<file path="src/rtl/biu_pkg.sv">
// Shared types and widths for the 8088-style bus interface unit.
// Includes the one-hot bus state encoding and the latched request record.
package biu_pkg;

    localparam int DATA_W = 8;
    localparam int ADDR_W = 20;

    typedef enum logic [6:0] {
        TI = 7'b0000001,
        T1 = 7'b0000010,
        T2 = 7'b0000100,
        T3 = 7'b0001000,
        TW = 7'b0010000,
        T4 = 7'b0100000,
        TH = 7'b1000000
    } bus_state_t;

    typedef struct packed {
        logic              we;
        logic              iom;
        logic [ADDR_W-1:0] addr;
        logic [DATA_W-1:0] wdata;
    } bus_req_t;

    // States in which the data strobes and DEN are active.
    function automatic logic is_strobe(input bus_state_t s);
        return (s == T2) || (s == T3) || (s == TW);
    endfunction

endpackage

</file>
<file path="src/rtl/bus_cycle_ctrl_if.sv">
// Execution-side req/ack handshake plus the minimum-mode bus pins.
// master = the cycle controller, slave = the requester/memory environment around it.
interface bus_cycle_ctrl_if;
    import biu_pkg::*;

    logic              req;
    logic              req_we;
    logic              req_iom;
    logic [ADDR_W-1:0] req_addr;
    logic [DATA_W-1:0] req_wdata;
    logic              ack;
    logic              err;
    logic [DATA_W-1:0] rdata;
    logic              busy;

    logic              READY;
    logic [DATA_W-1:0] Data_in;
    logic [DATA_W-1:0] Data_out;
    logic              Data_oe;
    logic [ADDR_W-1:0] Address;
    logic              ALE;
    logic              IOM;
    logic              RD;
    logic              WR;
    logic              DTR;
    logic              DEN;
    logic              HOLD;
    logic              HLDA;
    logic              bus_oe;

    modport master (
        input  req, req_we, req_iom, req_addr, req_wdata, READY, Data_in, HOLD,
        output ack, err, rdata, busy, Data_out, Data_oe, Address, ALE, IOM,
               RD, WR, DTR, DEN, HLDA, bus_oe
    );

    modport slave (
        output req, req_we, req_iom, req_addr, req_wdata, READY, Data_in, HOLD,
        input  ack, err, rdata, busy, Data_out, Data_oe, Address, ALE, IOM,
               RD, WR, DTR, DEN, HLDA, bus_oe
    );

endinterface

</file>
<file path="src/rtl/wait_timer.sv">
// Counts TW cycles; expired flags the TW cycle that brings the count to MAX_WAIT.
// Combinational expired, no backpressure; counter saturates at MAX_WAIT.
module wait_timer #(
    parameter int MAX_WAIT = 15
) (
    input  logic CLK,
    input  logic RESET,
    input  logic clear,
    input  logic cnt_en,
    output logic expired
);

    localparam logic [7:0] MAX_CNT = 8'(MAX_WAIT);

    logic [7:0] cnt_q;
    logic [7:0] cnt_d;

    always_comb begin
        cnt_d = cnt_q;
        if (clear) begin
            cnt_d = '0;
        end else if (cnt_en && (cnt_q < MAX_CNT)) begin
            cnt_d = cnt_q + 8'd1;
        end
    end

    always_ff @(posedge CLK) begin
        if (RESET) begin
            cnt_q <= '0;
        end else begin
            cnt_q <= cnt_d;
        end
    end

    assign expired = cnt_en && (cnt_q >= (MAX_CNT - 8'd1));

endmodule

</file>
<file path="src/rtl/bus_cycle_ctrl.sv">
// 8088 minimum-mode bus cycle generator: T1-T4 with READY wait states, timeout, HOLD/HLDA.
// Zero-wait cycle acks 4 cycles after accept; req is held off (no ack) until the cycle ends.
module bus_cycle_ctrl
    import biu_pkg::*;
#(
    parameter int MAX_WAIT = 15
) (
    input  logic             CLK,
    input  logic             RESET,
    bus_cycle_ctrl_if.master bus
);

    bus_state_t state_q, state_d;
    bus_req_t   req_q, req_d;

    logic              accept;
    logic              timeout;
    logic              expired;
    logic              strobe;

    logic              ale_q, ale_d;
    logic              rd_n_q, rd_n_d;
    logic              wr_n_q, wr_n_d;
    logic              den_n_q, den_n_d;
    logic              data_oe_q, data_oe_d;
    logic [DATA_W-1:0] data_out_q, data_out_d;
    logic              ack_q, ack_d;
    logic              err_q, err_d;
    logic [DATA_W-1:0] rdata_q, rdata_d;
    logic              busy_q, busy_d;
    logic              hlda_q, hlda_d;

    wait_timer #(.MAX_WAIT(MAX_WAIT)) u_wait_timer (
        .CLK     (CLK),
        .RESET   (RESET),
        .clear   (state_q == T2),
        .cnt_en  (state_q == TW),
        .expired (expired)
    );

    always_comb begin
        state_d = state_q;
        accept  = 1'b0;
        timeout = 1'b0;
        case (state_q)
            TI: begin
                if (bus.HOLD) begin
                    state_d = TH;
                end else if (bus.req) begin
                    state_d = T1;
                    accept  = 1'b1;
                end
            end
            T1: state_d = T2;
            T2: state_d = T3;
            // The counter was cleared in T2, so T3 can always fall into TW.
            T3: state_d = bus.READY ? T4 : TW;
            TW: begin
                if (bus.READY) begin
                    state_d = T4;
                end else if (expired) begin
                    state_d = T4;
                    timeout = 1'b1;
                end
            end
            T4: state_d = TI;
            TH: if (!bus.HOLD) state_d = TI;
            default: state_d = TI;
        endcase
    end

    // Outputs decode the next state so they change on the edge entering it.
    always_comb begin
        req_d      = req_q;
        strobe     = is_strobe(state_d);
        if (accept) begin
            req_d = '{we: bus.req_we, iom: bus.req_iom, addr: bus.req_addr, wdata: bus.req_wdata};
        end
        ale_d      = (state_d == T1);
        rd_n_d     = !(strobe && !req_q.we);
        wr_n_d     = !(strobe && req_q.we);
        den_n_d    = !strobe;
        data_oe_d  = strobe && req_q.we;
        data_out_d = data_oe_d ? req_q.wdata : data_out_q;
        ack_d      = (state_d == T4);
        err_d      = timeout;
        busy_d     = state_d inside {T1, T2, T3, TW, T4};
        hlda_d     = (state_d == TH);
        rdata_d    = rdata_q;
        if (timeout) begin
            rdata_d = 8'hFF;
        end else if ((state_q inside {T3, TW}) && bus.READY && !req_q.we) begin
            rdata_d = bus.Data_in;
        end
    end

    always_ff @(posedge CLK) begin
        if (RESET) begin
            state_q    <= TI;
            req_q      <= '{we: 1'b1, iom: 1'b0, addr: '0, wdata: '0};
            ale_q      <= 1'b0;
            rd_n_q     <= 1'b1;
            wr_n_q     <= 1'b1;
            den_n_q    <= 1'b1;
            data_oe_q  <= 1'b0;
            data_out_q <= '0;
            ack_q      <= 1'b0;
            err_q      <= 1'b0;
            rdata_q    <= '0;
            busy_q     <= 1'b0;
            hlda_q     <= 1'b0;
        end else begin
            state_q    <= state_d;
            req_q      <= req_d;
            ale_q      <= ale_d;
            rd_n_q     <= rd_n_d;
            wr_n_q     <= wr_n_d;
            den_n_q    <= den_n_d;
            data_oe_q  <= data_oe_d;
            data_out_q <= data_out_d;
            ack_q      <= ack_d;
            err_q      <= err_d;
            rdata_q    <= rdata_d;
            busy_q     <= busy_d;
            hlda_q     <= hlda_d;
        end
    end

    // Address, IOM and DTR come straight from the latched request; reset leaves DTR in transmit.
    assign bus.Address  = req_q.addr;
    assign bus.IOM      = req_q.iom;
    assign bus.DTR      = req_q.we;
    assign bus.ALE      = ale_q;
    assign bus.RD       = rd_n_q;
    assign bus.WR       = wr_n_q;
    assign bus.DEN      = den_n_q;
    assign bus.Data_oe  = data_oe_q;
    assign bus.Data_out = data_out_q;
    assign bus.ack      = ack_q;
    assign bus.err      = err_q;
    assign bus.rdata    = rdata_q;
    assign bus.busy     = busy_q;
    assign bus.HLDA     = hlda_q;
    assign bus.bus_oe   = !hlda_q;

endmodule

</file>
<file path="src/flat_wrapper.sv">
// flat-port wrapper written by rule: the top's interface ports become plain ports
module bus_cycle_ctrl_flat import biu_pkg::*;
#(
    parameter int MAX_WAIT = 15
)
  (CLK, RESET, bus_req, bus_req_we, bus_req_iom, bus_req_addr, bus_req_wdata, bus_READY, bus_Data_in, bus_HOLD, bus_ack, bus_err, bus_rdata, bus_busy, bus_Data_out, bus_Data_oe, bus_Address, bus_ALE, bus_IOM, bus_RD, bus_WR, bus_DTR, bus_DEN, bus_HLDA, bus_bus_oe);
  bus_cycle_ctrl_if bus_i ();
  input  logic CLK;
  input  logic RESET;
  input wire logic [$bits(bus_i.req)-1:0] bus_req;
  input wire logic [$bits(bus_i.req_we)-1:0] bus_req_we;
  input wire logic [$bits(bus_i.req_iom)-1:0] bus_req_iom;
  input wire logic [$bits(bus_i.req_addr)-1:0] bus_req_addr;
  input wire logic [$bits(bus_i.req_wdata)-1:0] bus_req_wdata;
  input wire logic [$bits(bus_i.READY)-1:0] bus_READY;
  input wire logic [$bits(bus_i.Data_in)-1:0] bus_Data_in;
  input wire logic [$bits(bus_i.HOLD)-1:0] bus_HOLD;
  output wire logic [$bits(bus_i.ack)-1:0] bus_ack;
  output wire logic [$bits(bus_i.err)-1:0] bus_err;
  output wire logic [$bits(bus_i.rdata)-1:0] bus_rdata;
  output wire logic [$bits(bus_i.busy)-1:0] bus_busy;
  output wire logic [$bits(bus_i.Data_out)-1:0] bus_Data_out;
  output wire logic [$bits(bus_i.Data_oe)-1:0] bus_Data_oe;
  output wire logic [$bits(bus_i.Address)-1:0] bus_Address;
  output wire logic [$bits(bus_i.ALE)-1:0] bus_ALE;
  output wire logic [$bits(bus_i.IOM)-1:0] bus_IOM;
  output wire logic [$bits(bus_i.RD)-1:0] bus_RD;
  output wire logic [$bits(bus_i.WR)-1:0] bus_WR;
  output wire logic [$bits(bus_i.DTR)-1:0] bus_DTR;
  output wire logic [$bits(bus_i.DEN)-1:0] bus_DEN;
  output wire logic [$bits(bus_i.HLDA)-1:0] bus_HLDA;
  output wire logic [$bits(bus_i.bus_oe)-1:0] bus_bus_oe;
  assign bus_i.req = bus_req;
  assign bus_i.req_we = bus_req_we;
  assign bus_i.req_iom = bus_req_iom;
  assign bus_i.req_addr = bus_req_addr;
  assign bus_i.req_wdata = bus_req_wdata;
  assign bus_i.READY = bus_READY;
  assign bus_i.Data_in = bus_Data_in;
  assign bus_i.HOLD = bus_HOLD;
  assign bus_ack = bus_i.ack;
  assign bus_err = bus_i.err;
  assign bus_rdata = bus_i.rdata;
  assign bus_busy = bus_i.busy;
  assign bus_Data_out = bus_i.Data_out;
  assign bus_Data_oe = bus_i.Data_oe;
  assign bus_Address = bus_i.Address;
  assign bus_ALE = bus_i.ALE;
  assign bus_IOM = bus_i.IOM;
  assign bus_RD = bus_i.RD;
  assign bus_WR = bus_i.WR;
  assign bus_DTR = bus_i.DTR;
  assign bus_DEN = bus_i.DEN;
  assign bus_HLDA = bus_i.HLDA;
  assign bus_bus_oe = bus_i.bus_oe;
  bus_cycle_ctrl #(.MAX_WAIT(MAX_WAIT)) u_core (.CLK(CLK), .RESET(RESET), .bus(bus_i));
endmodule
</file>
<file path="config.mk">
export PLATFORM = sky130hd
export DESIGN_NAME = bus_cycle_ctrl_flat
export DESIGN_NICKNAME = d
export VERILOG_FILES = /design/src/rtl/biu_pkg.sv /design/src/rtl/bus_cycle_ctrl_if.sv /design/src/rtl/wait_timer.sv /design/src/rtl/bus_cycle_ctrl.sv /design/src/flat_wrapper.sv
export SDC_FILE = /design/constraint.sdc
export NUM_CORES = 1
export LEC_CHECK = 0
export ABC_AREA = 1
export CELL_PAD_IN_SITES_DETAIL_PLACEMENT = 1
export CELL_PAD_IN_SITES_GLOBAL_PLACEMENT = 1
export CORE_AREA = 10 10 111 113
export DETAILED_ROUTE_END_ITERATION = 12
export DIE_AREA = 0 0 121 123
export PLACE_DENSITY_LB_ADDON = 0.1
export SLEW_MARGIN = 20
export SYNTH_ARGS = -nofsm -noshare
export SYNTH_HDL_FRONTEND = slang
export SYNTH_HIERARCHICAL = 1
export SYNTH_SLANG_ARGS = --single-unit
</file>
<file path="constraint.sdc">
create_clock -name CLK -period 1.9 [get_ports CLK]
set_clock_uncertainty 0.2 [all_clocks]
set_input_delay 0.57 -clock CLK [delete_from_list [all_inputs] [get_ports CLK]]
set_output_delay 0.57 -clock CLK [all_outputs]
set_load 0.005 [all_outputs]
</file>
After elaboration in Yosys (flattened, before gate mapping):

Index checks and enable logic that the tools add are counted.

* flip-flop bits (word level): 70
* latch bits: 0
* bits in writable memories: 0
* bits in read-only memories: 0
* input port bits: 43
* output and inout port bits: 48
* logic and storage cells: 64
* memories kept: 0

* add/subtract/negate cells: 1
* multiply operators: 0
* div/mod/pow operators: 0
* magnitude comparators: 2
* eq/ne operators: 12
* shift-type cells: 0
* muxes and demuxes: 15
* bitwise gates (word level): 0
* reductions and logical operators: 17

Operator list (count)
* case mux 7 bit (6 select lines): 1
* two-way mux 7 bit: 5
* two-way mux 8 bit: 2
* equality test 7 x 2 -> 1 bit, second input constant: 2
* equality test 7 x 3 -> 1 bit, second input constant: 2
* equality test 7 x 4 -> 1 bit, second input constant: 2
* equality test 7 x 5 -> 1 bit, second input constant: 2
* equality test 7 bit, second input constant: 2
* adder 8 x 1 -> 8 bit, second input constant: 1
* >= comparator 8 x 4 -> 1 bit, second input constant: 1
* < comparator 8 x 4 -> 1 bit, second input constant: 1
* equality test 7 x 1 -> 1 bit, second input constant: 1
* equality test 7 x 6 -> 1 bit, second input constant: 1
* logical AND 1 bit: 6
* two-way mux 1 bit: 6
* two-way mux 6 bit: 1
* logical NOT 1 bit: 5
* nonzero test 5 bit: 1
* nonzero test 2 bit: 2
* logical OR 1 bit: 2
* OR reduction 2 bit: 1

Logic depth before layout (Yosys ltp):

Gate-level depths: netlist of run 1.

* depth after elaboration: 10
* depth in mapped cells: 11
* gate-level depth less buffers: 11

Hierarchy:

The synthesis of run 1 kept the hierarchy.

By module, submodules not included
* bus_cycle_ctrl: instances 1, cells each 331, area each 2582.5 um^2, seq. area each 1241.2 um^2
* wait_timer: instances 1, cells each 50, area each 380.4 um^2, seq. area each 160.2 um^2

Worst setup path before layout of run 1:

Ideal clock, no wire load.

* path type: flip-flop to flip-flop
* start: register u_core.u_wait_timer.cnt_q[0]
* end: register u_core.rd_n_q, in the netlist u_core/bus.RD
* library setup time: 0.120 ns
* data arrival time: 1.645 ns
* data required time: 1.580 ns
* path slack: -0.065 ns
* cell stages (with the launch flop): 11
* buffers on the path: 0
* clock period less this slack: 1.965 ns
* cells stage by stage: dfxtp_1 > inv_1 > ha_1 > or2_2 > a31oi_1 > nor2_1 > nor2_1 > nand2_2 > nand3_4 > nand2_2 > or2_1

* longest elaborated chain between the ends: 10
* elaborated cells between the ends (all ways): 12
* classes of those cells: order compare: 1; eq/ne: 3; mux: 3; reduce/logical: 5

Ends and longest elaborated chain
* start: declaration: line wait_timer.sv:15 `logic [7:0] cnt_q;`
* start signal: assignment: line wait_timer.sv:31 `cnt_q <= cnt_d;`
* >= comparator 8 x 4 -> 1 bit *: line wait_timer.sv:35 `assign expired = cnt_en && (cnt_q >= (MAX_CNT - 8'd1));`
* logical AND 1 bit *: line wait_timer.sv:35
* named net u_core.expired: line bus_cycle_ctrl.sv:18 `logic expired;`
* two-way mux 7 bit *: line bus_cycle_ctrl.sv:61 `end else if (expired) begin`
* two-way mux 7 bit *: line bus_cycle_ctrl.sv:59 `if (bus.READY) begin`
* case mux 7 bit (6 select lines) *: line bus_cycle_ctrl.sv:45 `case (state_q)`
* equality test 7 x 3 -> 1 bit / equality test 7 x 4 -> 1 bit (equally long branches): line biu_pkg.sv:27 `return (s == T2) || (s == T3) || (s == TW);`
* logical OR 1 bit: line biu_pkg.sv:27
* logical OR 1 bit *: line biu_pkg.sv:27
* logical AND 1 bit *: line bus_cycle_ctrl.sv:80 `rd_n_d = !(strobe && !req_q.we);`
* logical NOT 1 bit *: line bus_cycle_ctrl.sv:80
* end signal: assignment: line bus_cycle_ctrl.sv:116 `rd_n_q <= rd_n_d;`
* end: declaration: line bus_cycle_ctrl.sv:22 `logic rd_n_q, rd_n_d;`

The timed path passes the listed nets; every way through them passes the cells marked *.
A chain may end at the register's enable or synchronous reset.

Final worst setup path of run 1:

Same ends and word-level chain as after synthesis.

==> results of run 1 <==
cell families after synthesis:
family | count (synthesis) | share of synthesized area
AO/OA/AOI/OAI | 79 | 0.1351
AND/OR/NAND/NOR | 133 | 0.2242
XOR/XNOR | 1 | 0.002957
buffers and inverters | 96 | 0.1562
adder cells (fa/ha/maj) | 2 | 0.008445
flip-flops | 70 | 0.4730
registers in the layout (all words and copies together) (netlist names):
signal and cells:
u_core/bus.IOM 1, u_core/u_wait_timer/cnt_q 8, u_core/state_q 7, u_core/bus.ack 1, u_core/bus.DEN 1, u_core/bus.Data_oe 1
u_core/bus.busy 1, u_core/bus.Data_out 8, u_core/bus.ALE 1, u_core/bus.RD 1, u_core/bus.WR 1, u_core/bus.Address 20
u_core/bus.rdata 8, u_core/req_q 8, u_core/bus.err 1, u_core/bus.DTR 1, u_core/bus.HLDA 1
what timing repair did:
action / in CTS / in global routing
gates resized for setup: 54 / 10
endpoints found under the setup margin: 59 / 20
setup buffers: 4 / 4
pin swaps: 6 / 3
worst reg2reg max path: cells and delay by family (launching register included):
family	cells	cell delay [ns]
buffers and inverters	1	0.04
AND/OR/NAND/NOR	7	0.94
adder cells (fa/ha/maj)	1	0.16
flip-flops	1	0.34
AO/OA/AOI/OAI	1	0.16
final cells by class:
cell class / instances / area [um^2] / area share
repair buffers: 118 / 1115 / 0.2611
flip-flops and latches: 70 / 1404 / 0.3288
clock buffers: 10 / 137.6 / 0.03224
clock inverters: 6 / 61.31 / 0.01436
well taps: 136 / 170.2 / 0.03986
multi-input cells: 215 / 1152 / 0.2699
inverters: 61 / 229.0 / 0.05363
placed cells by master (no fill, tap or decap), drive strengths merged:
| cell type | synthesis | final |
|---|---|---|
| nand2 | 55 | 55 |
| nand4 | 10 | 10 |
| xor2 | 1 | 1 |
| clkinv | 0 | 5 |
| a31oi | 1 | 1 |
| nor3 | 3 | 3 |
| dlygate4sd2 | 0 | 48 |
| o21ai | 40 | 40 |
| dfxtp | 70 | 70 |
| nand3 | 20 | 20 |
| o22ai | 1 | 1 |
| and2 | 1 | 1 |
| buf | 28 | 28 |
| nand3b | 1 | 1 |
| clkbuf | 7 | 10 |
| clkdlybuf4s50 | 0 | 41 |
| or2 | 2 | 2 |
| inv | 61 | 60 |
| nor2 | 41 | 41 |
| o211ai | 1 | 1 |
| ha | 2 | 2 |
| clkinvlp | 0 | 1 |
| a21oi | 36 | 36 |
| bufinv | 0 | 1 |
| dlymetal6s2s | 0 | 1 |
per-layer routing:
layer	wire [um]	vias up	GRT usage
met4	145	0	0.05732
met1	3803	1205	0.1341
met5	0	-	0
met2	3858	73	0.1884
li1	-	1380	-
met3	825	9	0.05743
path summary, 6_finish.rpt:
path	slack, ns	startpoint	cells after the start	endpoint
setup / recovery	-0.03	u_core/u_wait_timer/cnt_q[0]	10	u_core/bus.RD
hold / removal	0.24	u_core/bus.Address[17]	2	u_core/bus.Address[17]
setup reg to reg	-0.03	u_core/u_wait_timer/cnt_q[0]	10	u_core/bus.RD
hold reg to reg	0.24	u_core/bus.Address[17]	2	u_core/bus.Address[17]
stage by stage:
stage	hold slack [ns]	TNS, ns	instance area [um^2]
after floorplan	0.2198	-0.03696	2969
after global placement	0.2280	-4.566	4006
after detailed placement	0.2328	-5.661	4006
after CTS	0.2441	-0.4160	4202
after global routing	0.2615	-0.8895	4269
final	0.2409	-0.05040	4269
power breakdown:
group          internal [W]  switching [W]  leakage, nW
registers           0.00155      0.0000394        0.570
logic              0.000258       0.000262         1.26
clock network      0.000637       0.000595        0.102
total               0.00244       0.000896         1.93
==> results_dict.tcl, run 1 <==
set metrics [dict create \
    status "finished with violations" \
    violations "setup timing" \
    gr-usage-all-layers 0.1197 \
    grt_max_degree 58 \
    clockBufferDepth 2 \
    worstSkewPairLatency_ns 0.35 \
    diodes 0 \
    peakVddDrop_v 0.0002821 \
    yosysTopAreaCell "dfxtp_1" \
    slew_violations 0 \
    crit_buf_inv 1 \
    syn-num-nets 426 \
    ys.flop_type "dfxtp_1" \
    synth_cell_type_count 31 \
    synth_most_common_cell "dfxtp_1" \
    first_global_vias 2881 \
    max_freq_mhz 517.7 \
    wl_mm 8.633 \
    numCtsBuffers 9 \
    placed_cells 592 \
    endpoint_kind "register" \
    placementRows 37 \
    rsz0062_at_grt "true" \
    setup_ws_ns -0.03158 \
    nNetsFinal 520 \
    num_vias 2667 \
    setup_viol 4 \
    min_period_over_period 1.017 \
    worst_slew_margin_rel 0.8101 \
    dr.pass1.iters 4 \
    grt_overflow_total 0 \
    port_buffers 90 \
    ys_seq_area_frac 0.4730 \
    tightestPinTransition_ns 0.2845 \
    synth-edff-count 0 \
    synth_cells 381 \
    cts_hold_buf 0 \
    cp_slowest_cell "dfxtp_2" \
    synth_top_area_frac 0.4730 \
    clock-root-buffer "clkbuf_8" \
    drc_errors 0 \
    critPathRequiredTime_ns 1.94 \
    clk_pin_slew_ns 0.08 \
    syn_to_final_growth_pct 44.09 \
    avgSynthCellArea_um2 7.776 \
    synth_common_cells "dfxtp_1 (70), inv_1 (60), nand2_1 (47), a21oi_1 (36), nor2_1 (30)" \
    hold_path.class "reg2reg" \
    place_congestion 0.7344 \
    pre_cts_ws_ns -0.2290 \
    crit_family "simple AND/OR/NAND/NOR gates" \
    ctsHtreeMaxLevel 3 \
    ant_nets 0 \
    final_cell_count_no_fill 616 \
    power_density_nw_per_um2 782.5 \
    ios 91 \
    cp_max_fo 6 \
    cts_tree "built" \
    antenna_found_initial 0 \
    crit_path_max_incr_delay_ns 0.34 \
    dp_hpwl_mm 6.284 \
    p_leak_nw 1.931 \
    fillCellCount 1223 \
    crit_chain "inv_2 -> ha_2 -> or2_4 -> a31oi_4 -> nor2_4 -> nor2_4 -> nand2_2 -> nand3_4 -> nand2_2 -> or2_1" \
    layout-drive-gt1-share 0.1646 \
    vias_per_cell 4.330 \
    drtIter0Drc 109 \
    crit_arrival_ns 1.97 \
    synth_warnings 6 \
    grt_pass1_wl_mm 14.29 \
    start_util 0.2922 \
    critPathKind "reg2reg" \
    cap_violations 0 \
    synth_area_um2 2963 \
    finalCriticalPeriod_ns 1.932 \
    die_h_um 123 \
    clock_sinks 70 \
    ys_async_sr_fraction 0 \
    ys_ff_latch 70 \
    p_total_w 0.003341 \
    dieArea_um2 14880 \
    synth_area_leaders "dfxtp_1 (47%), inv_1 (7.6%), a21oi_1 (6.1%)" \
    core-area_um2 10140 \
    avgRoutedWirePerCell_um 14.01 \
    final_core_util 0.4211 \
    fp.dieW_um 121 \
    hold_viol 0 \
    start_kind "register" \
]
(Power assumes the default switching activity.)
==> run 2: changes to the inputs <==
--- a/config.mk
+++ b/config.mk
@@ -5,15 +5,15 @@
 export SDC_FILE = /design/constraint.sdc
 export NUM_CORES = 1
 export LEC_CHECK = 0
-export ABC_AREA = 1
 export CELL_PAD_IN_SITES_DETAIL_PLACEMENT = 1
 export CELL_PAD_IN_SITES_GLOBAL_PLACEMENT = 1
-export CORE_AREA = 10 10 111 113
+export CORE_AREA = 10 10 109 111
 export DETAILED_ROUTE_END_ITERATION = 12
-export DIE_AREA = 0 0 121 123
+export DIE_AREA = 0 0 119 121
 export PLACE_DENSITY_LB_ADDON = 0.1
 export SLEW_MARGIN = 20
 export SYNTH_ARGS = -nofsm -noshare
 export SYNTH_HDL_FRONTEND = slang
 export SYNTH_HIERARCHICAL = 1
 export SYNTH_SLANG_ARGS = --single-unit
+export TNS_END_PERCENT = 100
==> run 2 against run 1 <==
Against the previous run: the run still ends with setup timing left; worst hold slack gained 0.014 ns; die area shrank 3.3%; via count shrank 0.56%; critical path depth shrank 1; critical endpoint unchanged; critical path type unchanged; final cell count shrank 5.4%.
==> results_dict.tcl, run 2 <==
set metrics [dict create \
    status "finished with violations" \
    violations "setup timing" \
    antenna_found_initial 0 \
    ctsHtreeMaxLevel 3 \
    grt_overflow_total 0 \
    placementRows 36 \
    synth_area_leaders "dfxtp_1 (49%), nand2_1 (8.5%), mux2i_1 (6.0%)" \
    cp_slowest_cell "or4b_4" \
    clockBufferDepth 2 \
    clk_pin_slew_ns 0.08 \
    syn_to_final_growth_pct 62.85 \
    p_leak_nw 1.985 \
    hold-path-cell-count 2 \
    cts_tree "built" \
    ios 91 \
    yosysTopAreaCell "dfxtp_1" \
    ys.flop_type "dfxtp_1" \
    synth_most_common_cell "dfxtp_1" \
    synth_warnings 6 \
    syn-num-nets 364 \
    synth_common_cells "dfxtp_1 (70), nand2_1 (64), a21oi_1 (33), buf_4 (21)" \
    die_h_um 121 \
    pre_cts_ws_ns -0.8340 \
    worst_slew_margin_rel 0.7166 \
    drtIter0Drc 42 \
    layout_common_cells "dfxtp_1 (66), nand2_1 (60), dlygate4sd2_1 (48), buf_4 (45), clkdlybuf4s50_1 (41)" \
    avgRoutedWirePerCell_um 15.99 \
    vias_per_cell 4.549 \
    cap_violations 0 \
    fillCellCount 1122 \
    wl_mm 9.324 \
    synth_area_um2 2839 \
    avgSynthCellArea_um2 8.900 \
    pwr-share-clk 0.372 \
    place_congestion 0.7712 \
    diodes 0 \
    clock_sinks 70 \
    p_total_w 0.003284 \
    path_depth 9 \
    drc_errors 0 \
    synth_cells 319 \
    core-area_um2 9639 \
    tightestPinTransition_ns 0.4242 \
    ant_nets 0 \
    dp_hpwl_mm 6.336 \
    port_buffers 90 \
    ys_async_sr_fraction 0 \
    numCtsBuffers 9 \
    finalCriticalPeriod_ns 2.443 \
    ys_seq_area_frac 0.4936 \
    ys_ff_latch 70 \
    crit_path_max_incr_delay_ns 0.50 \
    num_vias 2652 \
    worstRegToRegCells 9 \
    p_sw_w 0.0008366 \
    largest_register_ffs 20 \
    synth_top_area_frac 0.4936 \
    p_int_w 0.002448 \
    layout-drive-gt1-share 0.2800 \
    grt_pass1_wl_mm 13.88 \
    endpoint_kind "register" \
    crit_buf_inv 2 \
    slew_violations 0 \
    max_freq_mhz 409.4 \
    mostFrequentLayoutCell "dfxtp_1" \
    worstSkewPairLatency_ns 0.34 \
    clock-root-buffer "clkbuf_8" \
    pwr-share-comb 0.160 \
    p_seq_frac 0.468 \
    hold_path.class "reg2reg" \
    dr.pass1.iters 3 \
    setup_viol 27 \
    peakVddDrop_v 0.0003035 \
    grt_max_degree 31 \
    gr-usage-all-layers 0.1184 \
    cts_hold_buf 0 \
    final_core_util 0.4796 \
    cp_max_fo 3 \
    seqCellArea_um2 1406 \
    start_util 0.2945 \
    synth_cell_type_count 41 \
    critPathRequiredTime_ns 1.93 \
    setup_ws_ns -0.5428 \
    fin_hold_ws_ns 0.2550 \
    crit_chain "inv_2 -> ha_2 -> o211ai_1 -> a21boi_2 -> or4b_4 -> a211oi_4 -> buf_4 -> nor3_4 -> or3_1" \
    rsz0062_at_grt "true" \
    tns_ns -11.01 \
    swShare 0.2547 \
    crit_family "simple AND/OR/NAND/NOR gates" \
    critPathKind "reg2reg" \
    fp.dieW_um 119 \
    power_density_nw_per_um2 710.4 \
    nNetsFinal 490 \
    crit_arrival_ns 2.47 \
    min_period_over_period 1.286 \
    dieArea_um2 14400 \
    hold_viol 0 \
    multi_input_comb_area_um2 1415 \
    start_kind "register" \
    first_global_vias 2790 \
    synth-edff-count 0 \
]
[run 2: logic make-up (layout without fill, tap and decap cells)]
logic type / Yosys count / count (layout) / share of synthesized area
AOI/OAI and AO/OA: 56 / 56 / 0.1155
xor gates and xnor gates: 2 / 2 / 0.006171
adders and majority gates: 2 / 2 / 0.008813
buffers and inverters: 41 / 172 / 0.08770
DFF: 70 / 70 / 0.4936
muxes: 17 / 17 / 0.05994
and+or+nand+nor: 131 / 131 / 0.2283
[run 2: worst paths after layout]
kind                           startpoint  slack (ns)                    end
max          u_core/u_wait_timer/cnt_q[0]       -0.54          u_core/bus.RD
min                 u_core/bus.Address[1]        0.25  u_core/bus.Address[1]
max reg2reg  u_core/u_wait_timer/cnt_q[0]       -0.54          u_core/bus.RD
min reg2reg         u_core/bus.Address[1]        0.25  u_core/bus.Address[1]
[run 2: area by class of cell]
class                   instances  share of cell area
clock buffers                  11             0.03058
clock inverters                 5             0.01272
inverters                       5            0.004060
multi-input cells             208              0.3061
flip-flops and latches         70              0.3042
well taps                     133             0.03599
repair buffers                151              0.3064
[run 2: repair_timing]
item | 4_1_cts | 5_1_grt
pin swaps | 13 | 27
setup endpoints to repair | 107 | 59
resized for setup | 76 | 35
setup buffers | 9 | 6
gates cloned | 1 | 4
[run 2: power groups by stage]
stage                     Clock [W]  Combinational [W]  Sequential, W
after floorplan                   0           0.000204        0.00157
after global placement            0           0.000431        0.00157
after detailed placement          0           0.000437        0.00157
after CTS                   0.00127           0.000451        0.00154
after global routing        0.00134           0.000572        0.00155
final                       0.00122           0.000525        0.00154
[run 2: per-layer routing]
metal	wire length (um)	GRT usage
met5	0	0
met4	98	0.04580
met3	614	0.04746
met2	4543	0.1957
met1	4067	0.1344
[run 2: through the flow]
step | cell area (um^2) | cells
after floorplan | 2868 | 319
after global routing | 4623 | 583
final | 4623 | 583
after global placement | 4038 | 549
after detailed placement | 4038 | 549
after CTS | 4370 | 574
[run 2: tightest hold or removal path, cell delays in order, from the launching register on]
cell and delay [ns]:
dfxtp_1 0.31, nand2_1 0.05, a21oi_1 0.05
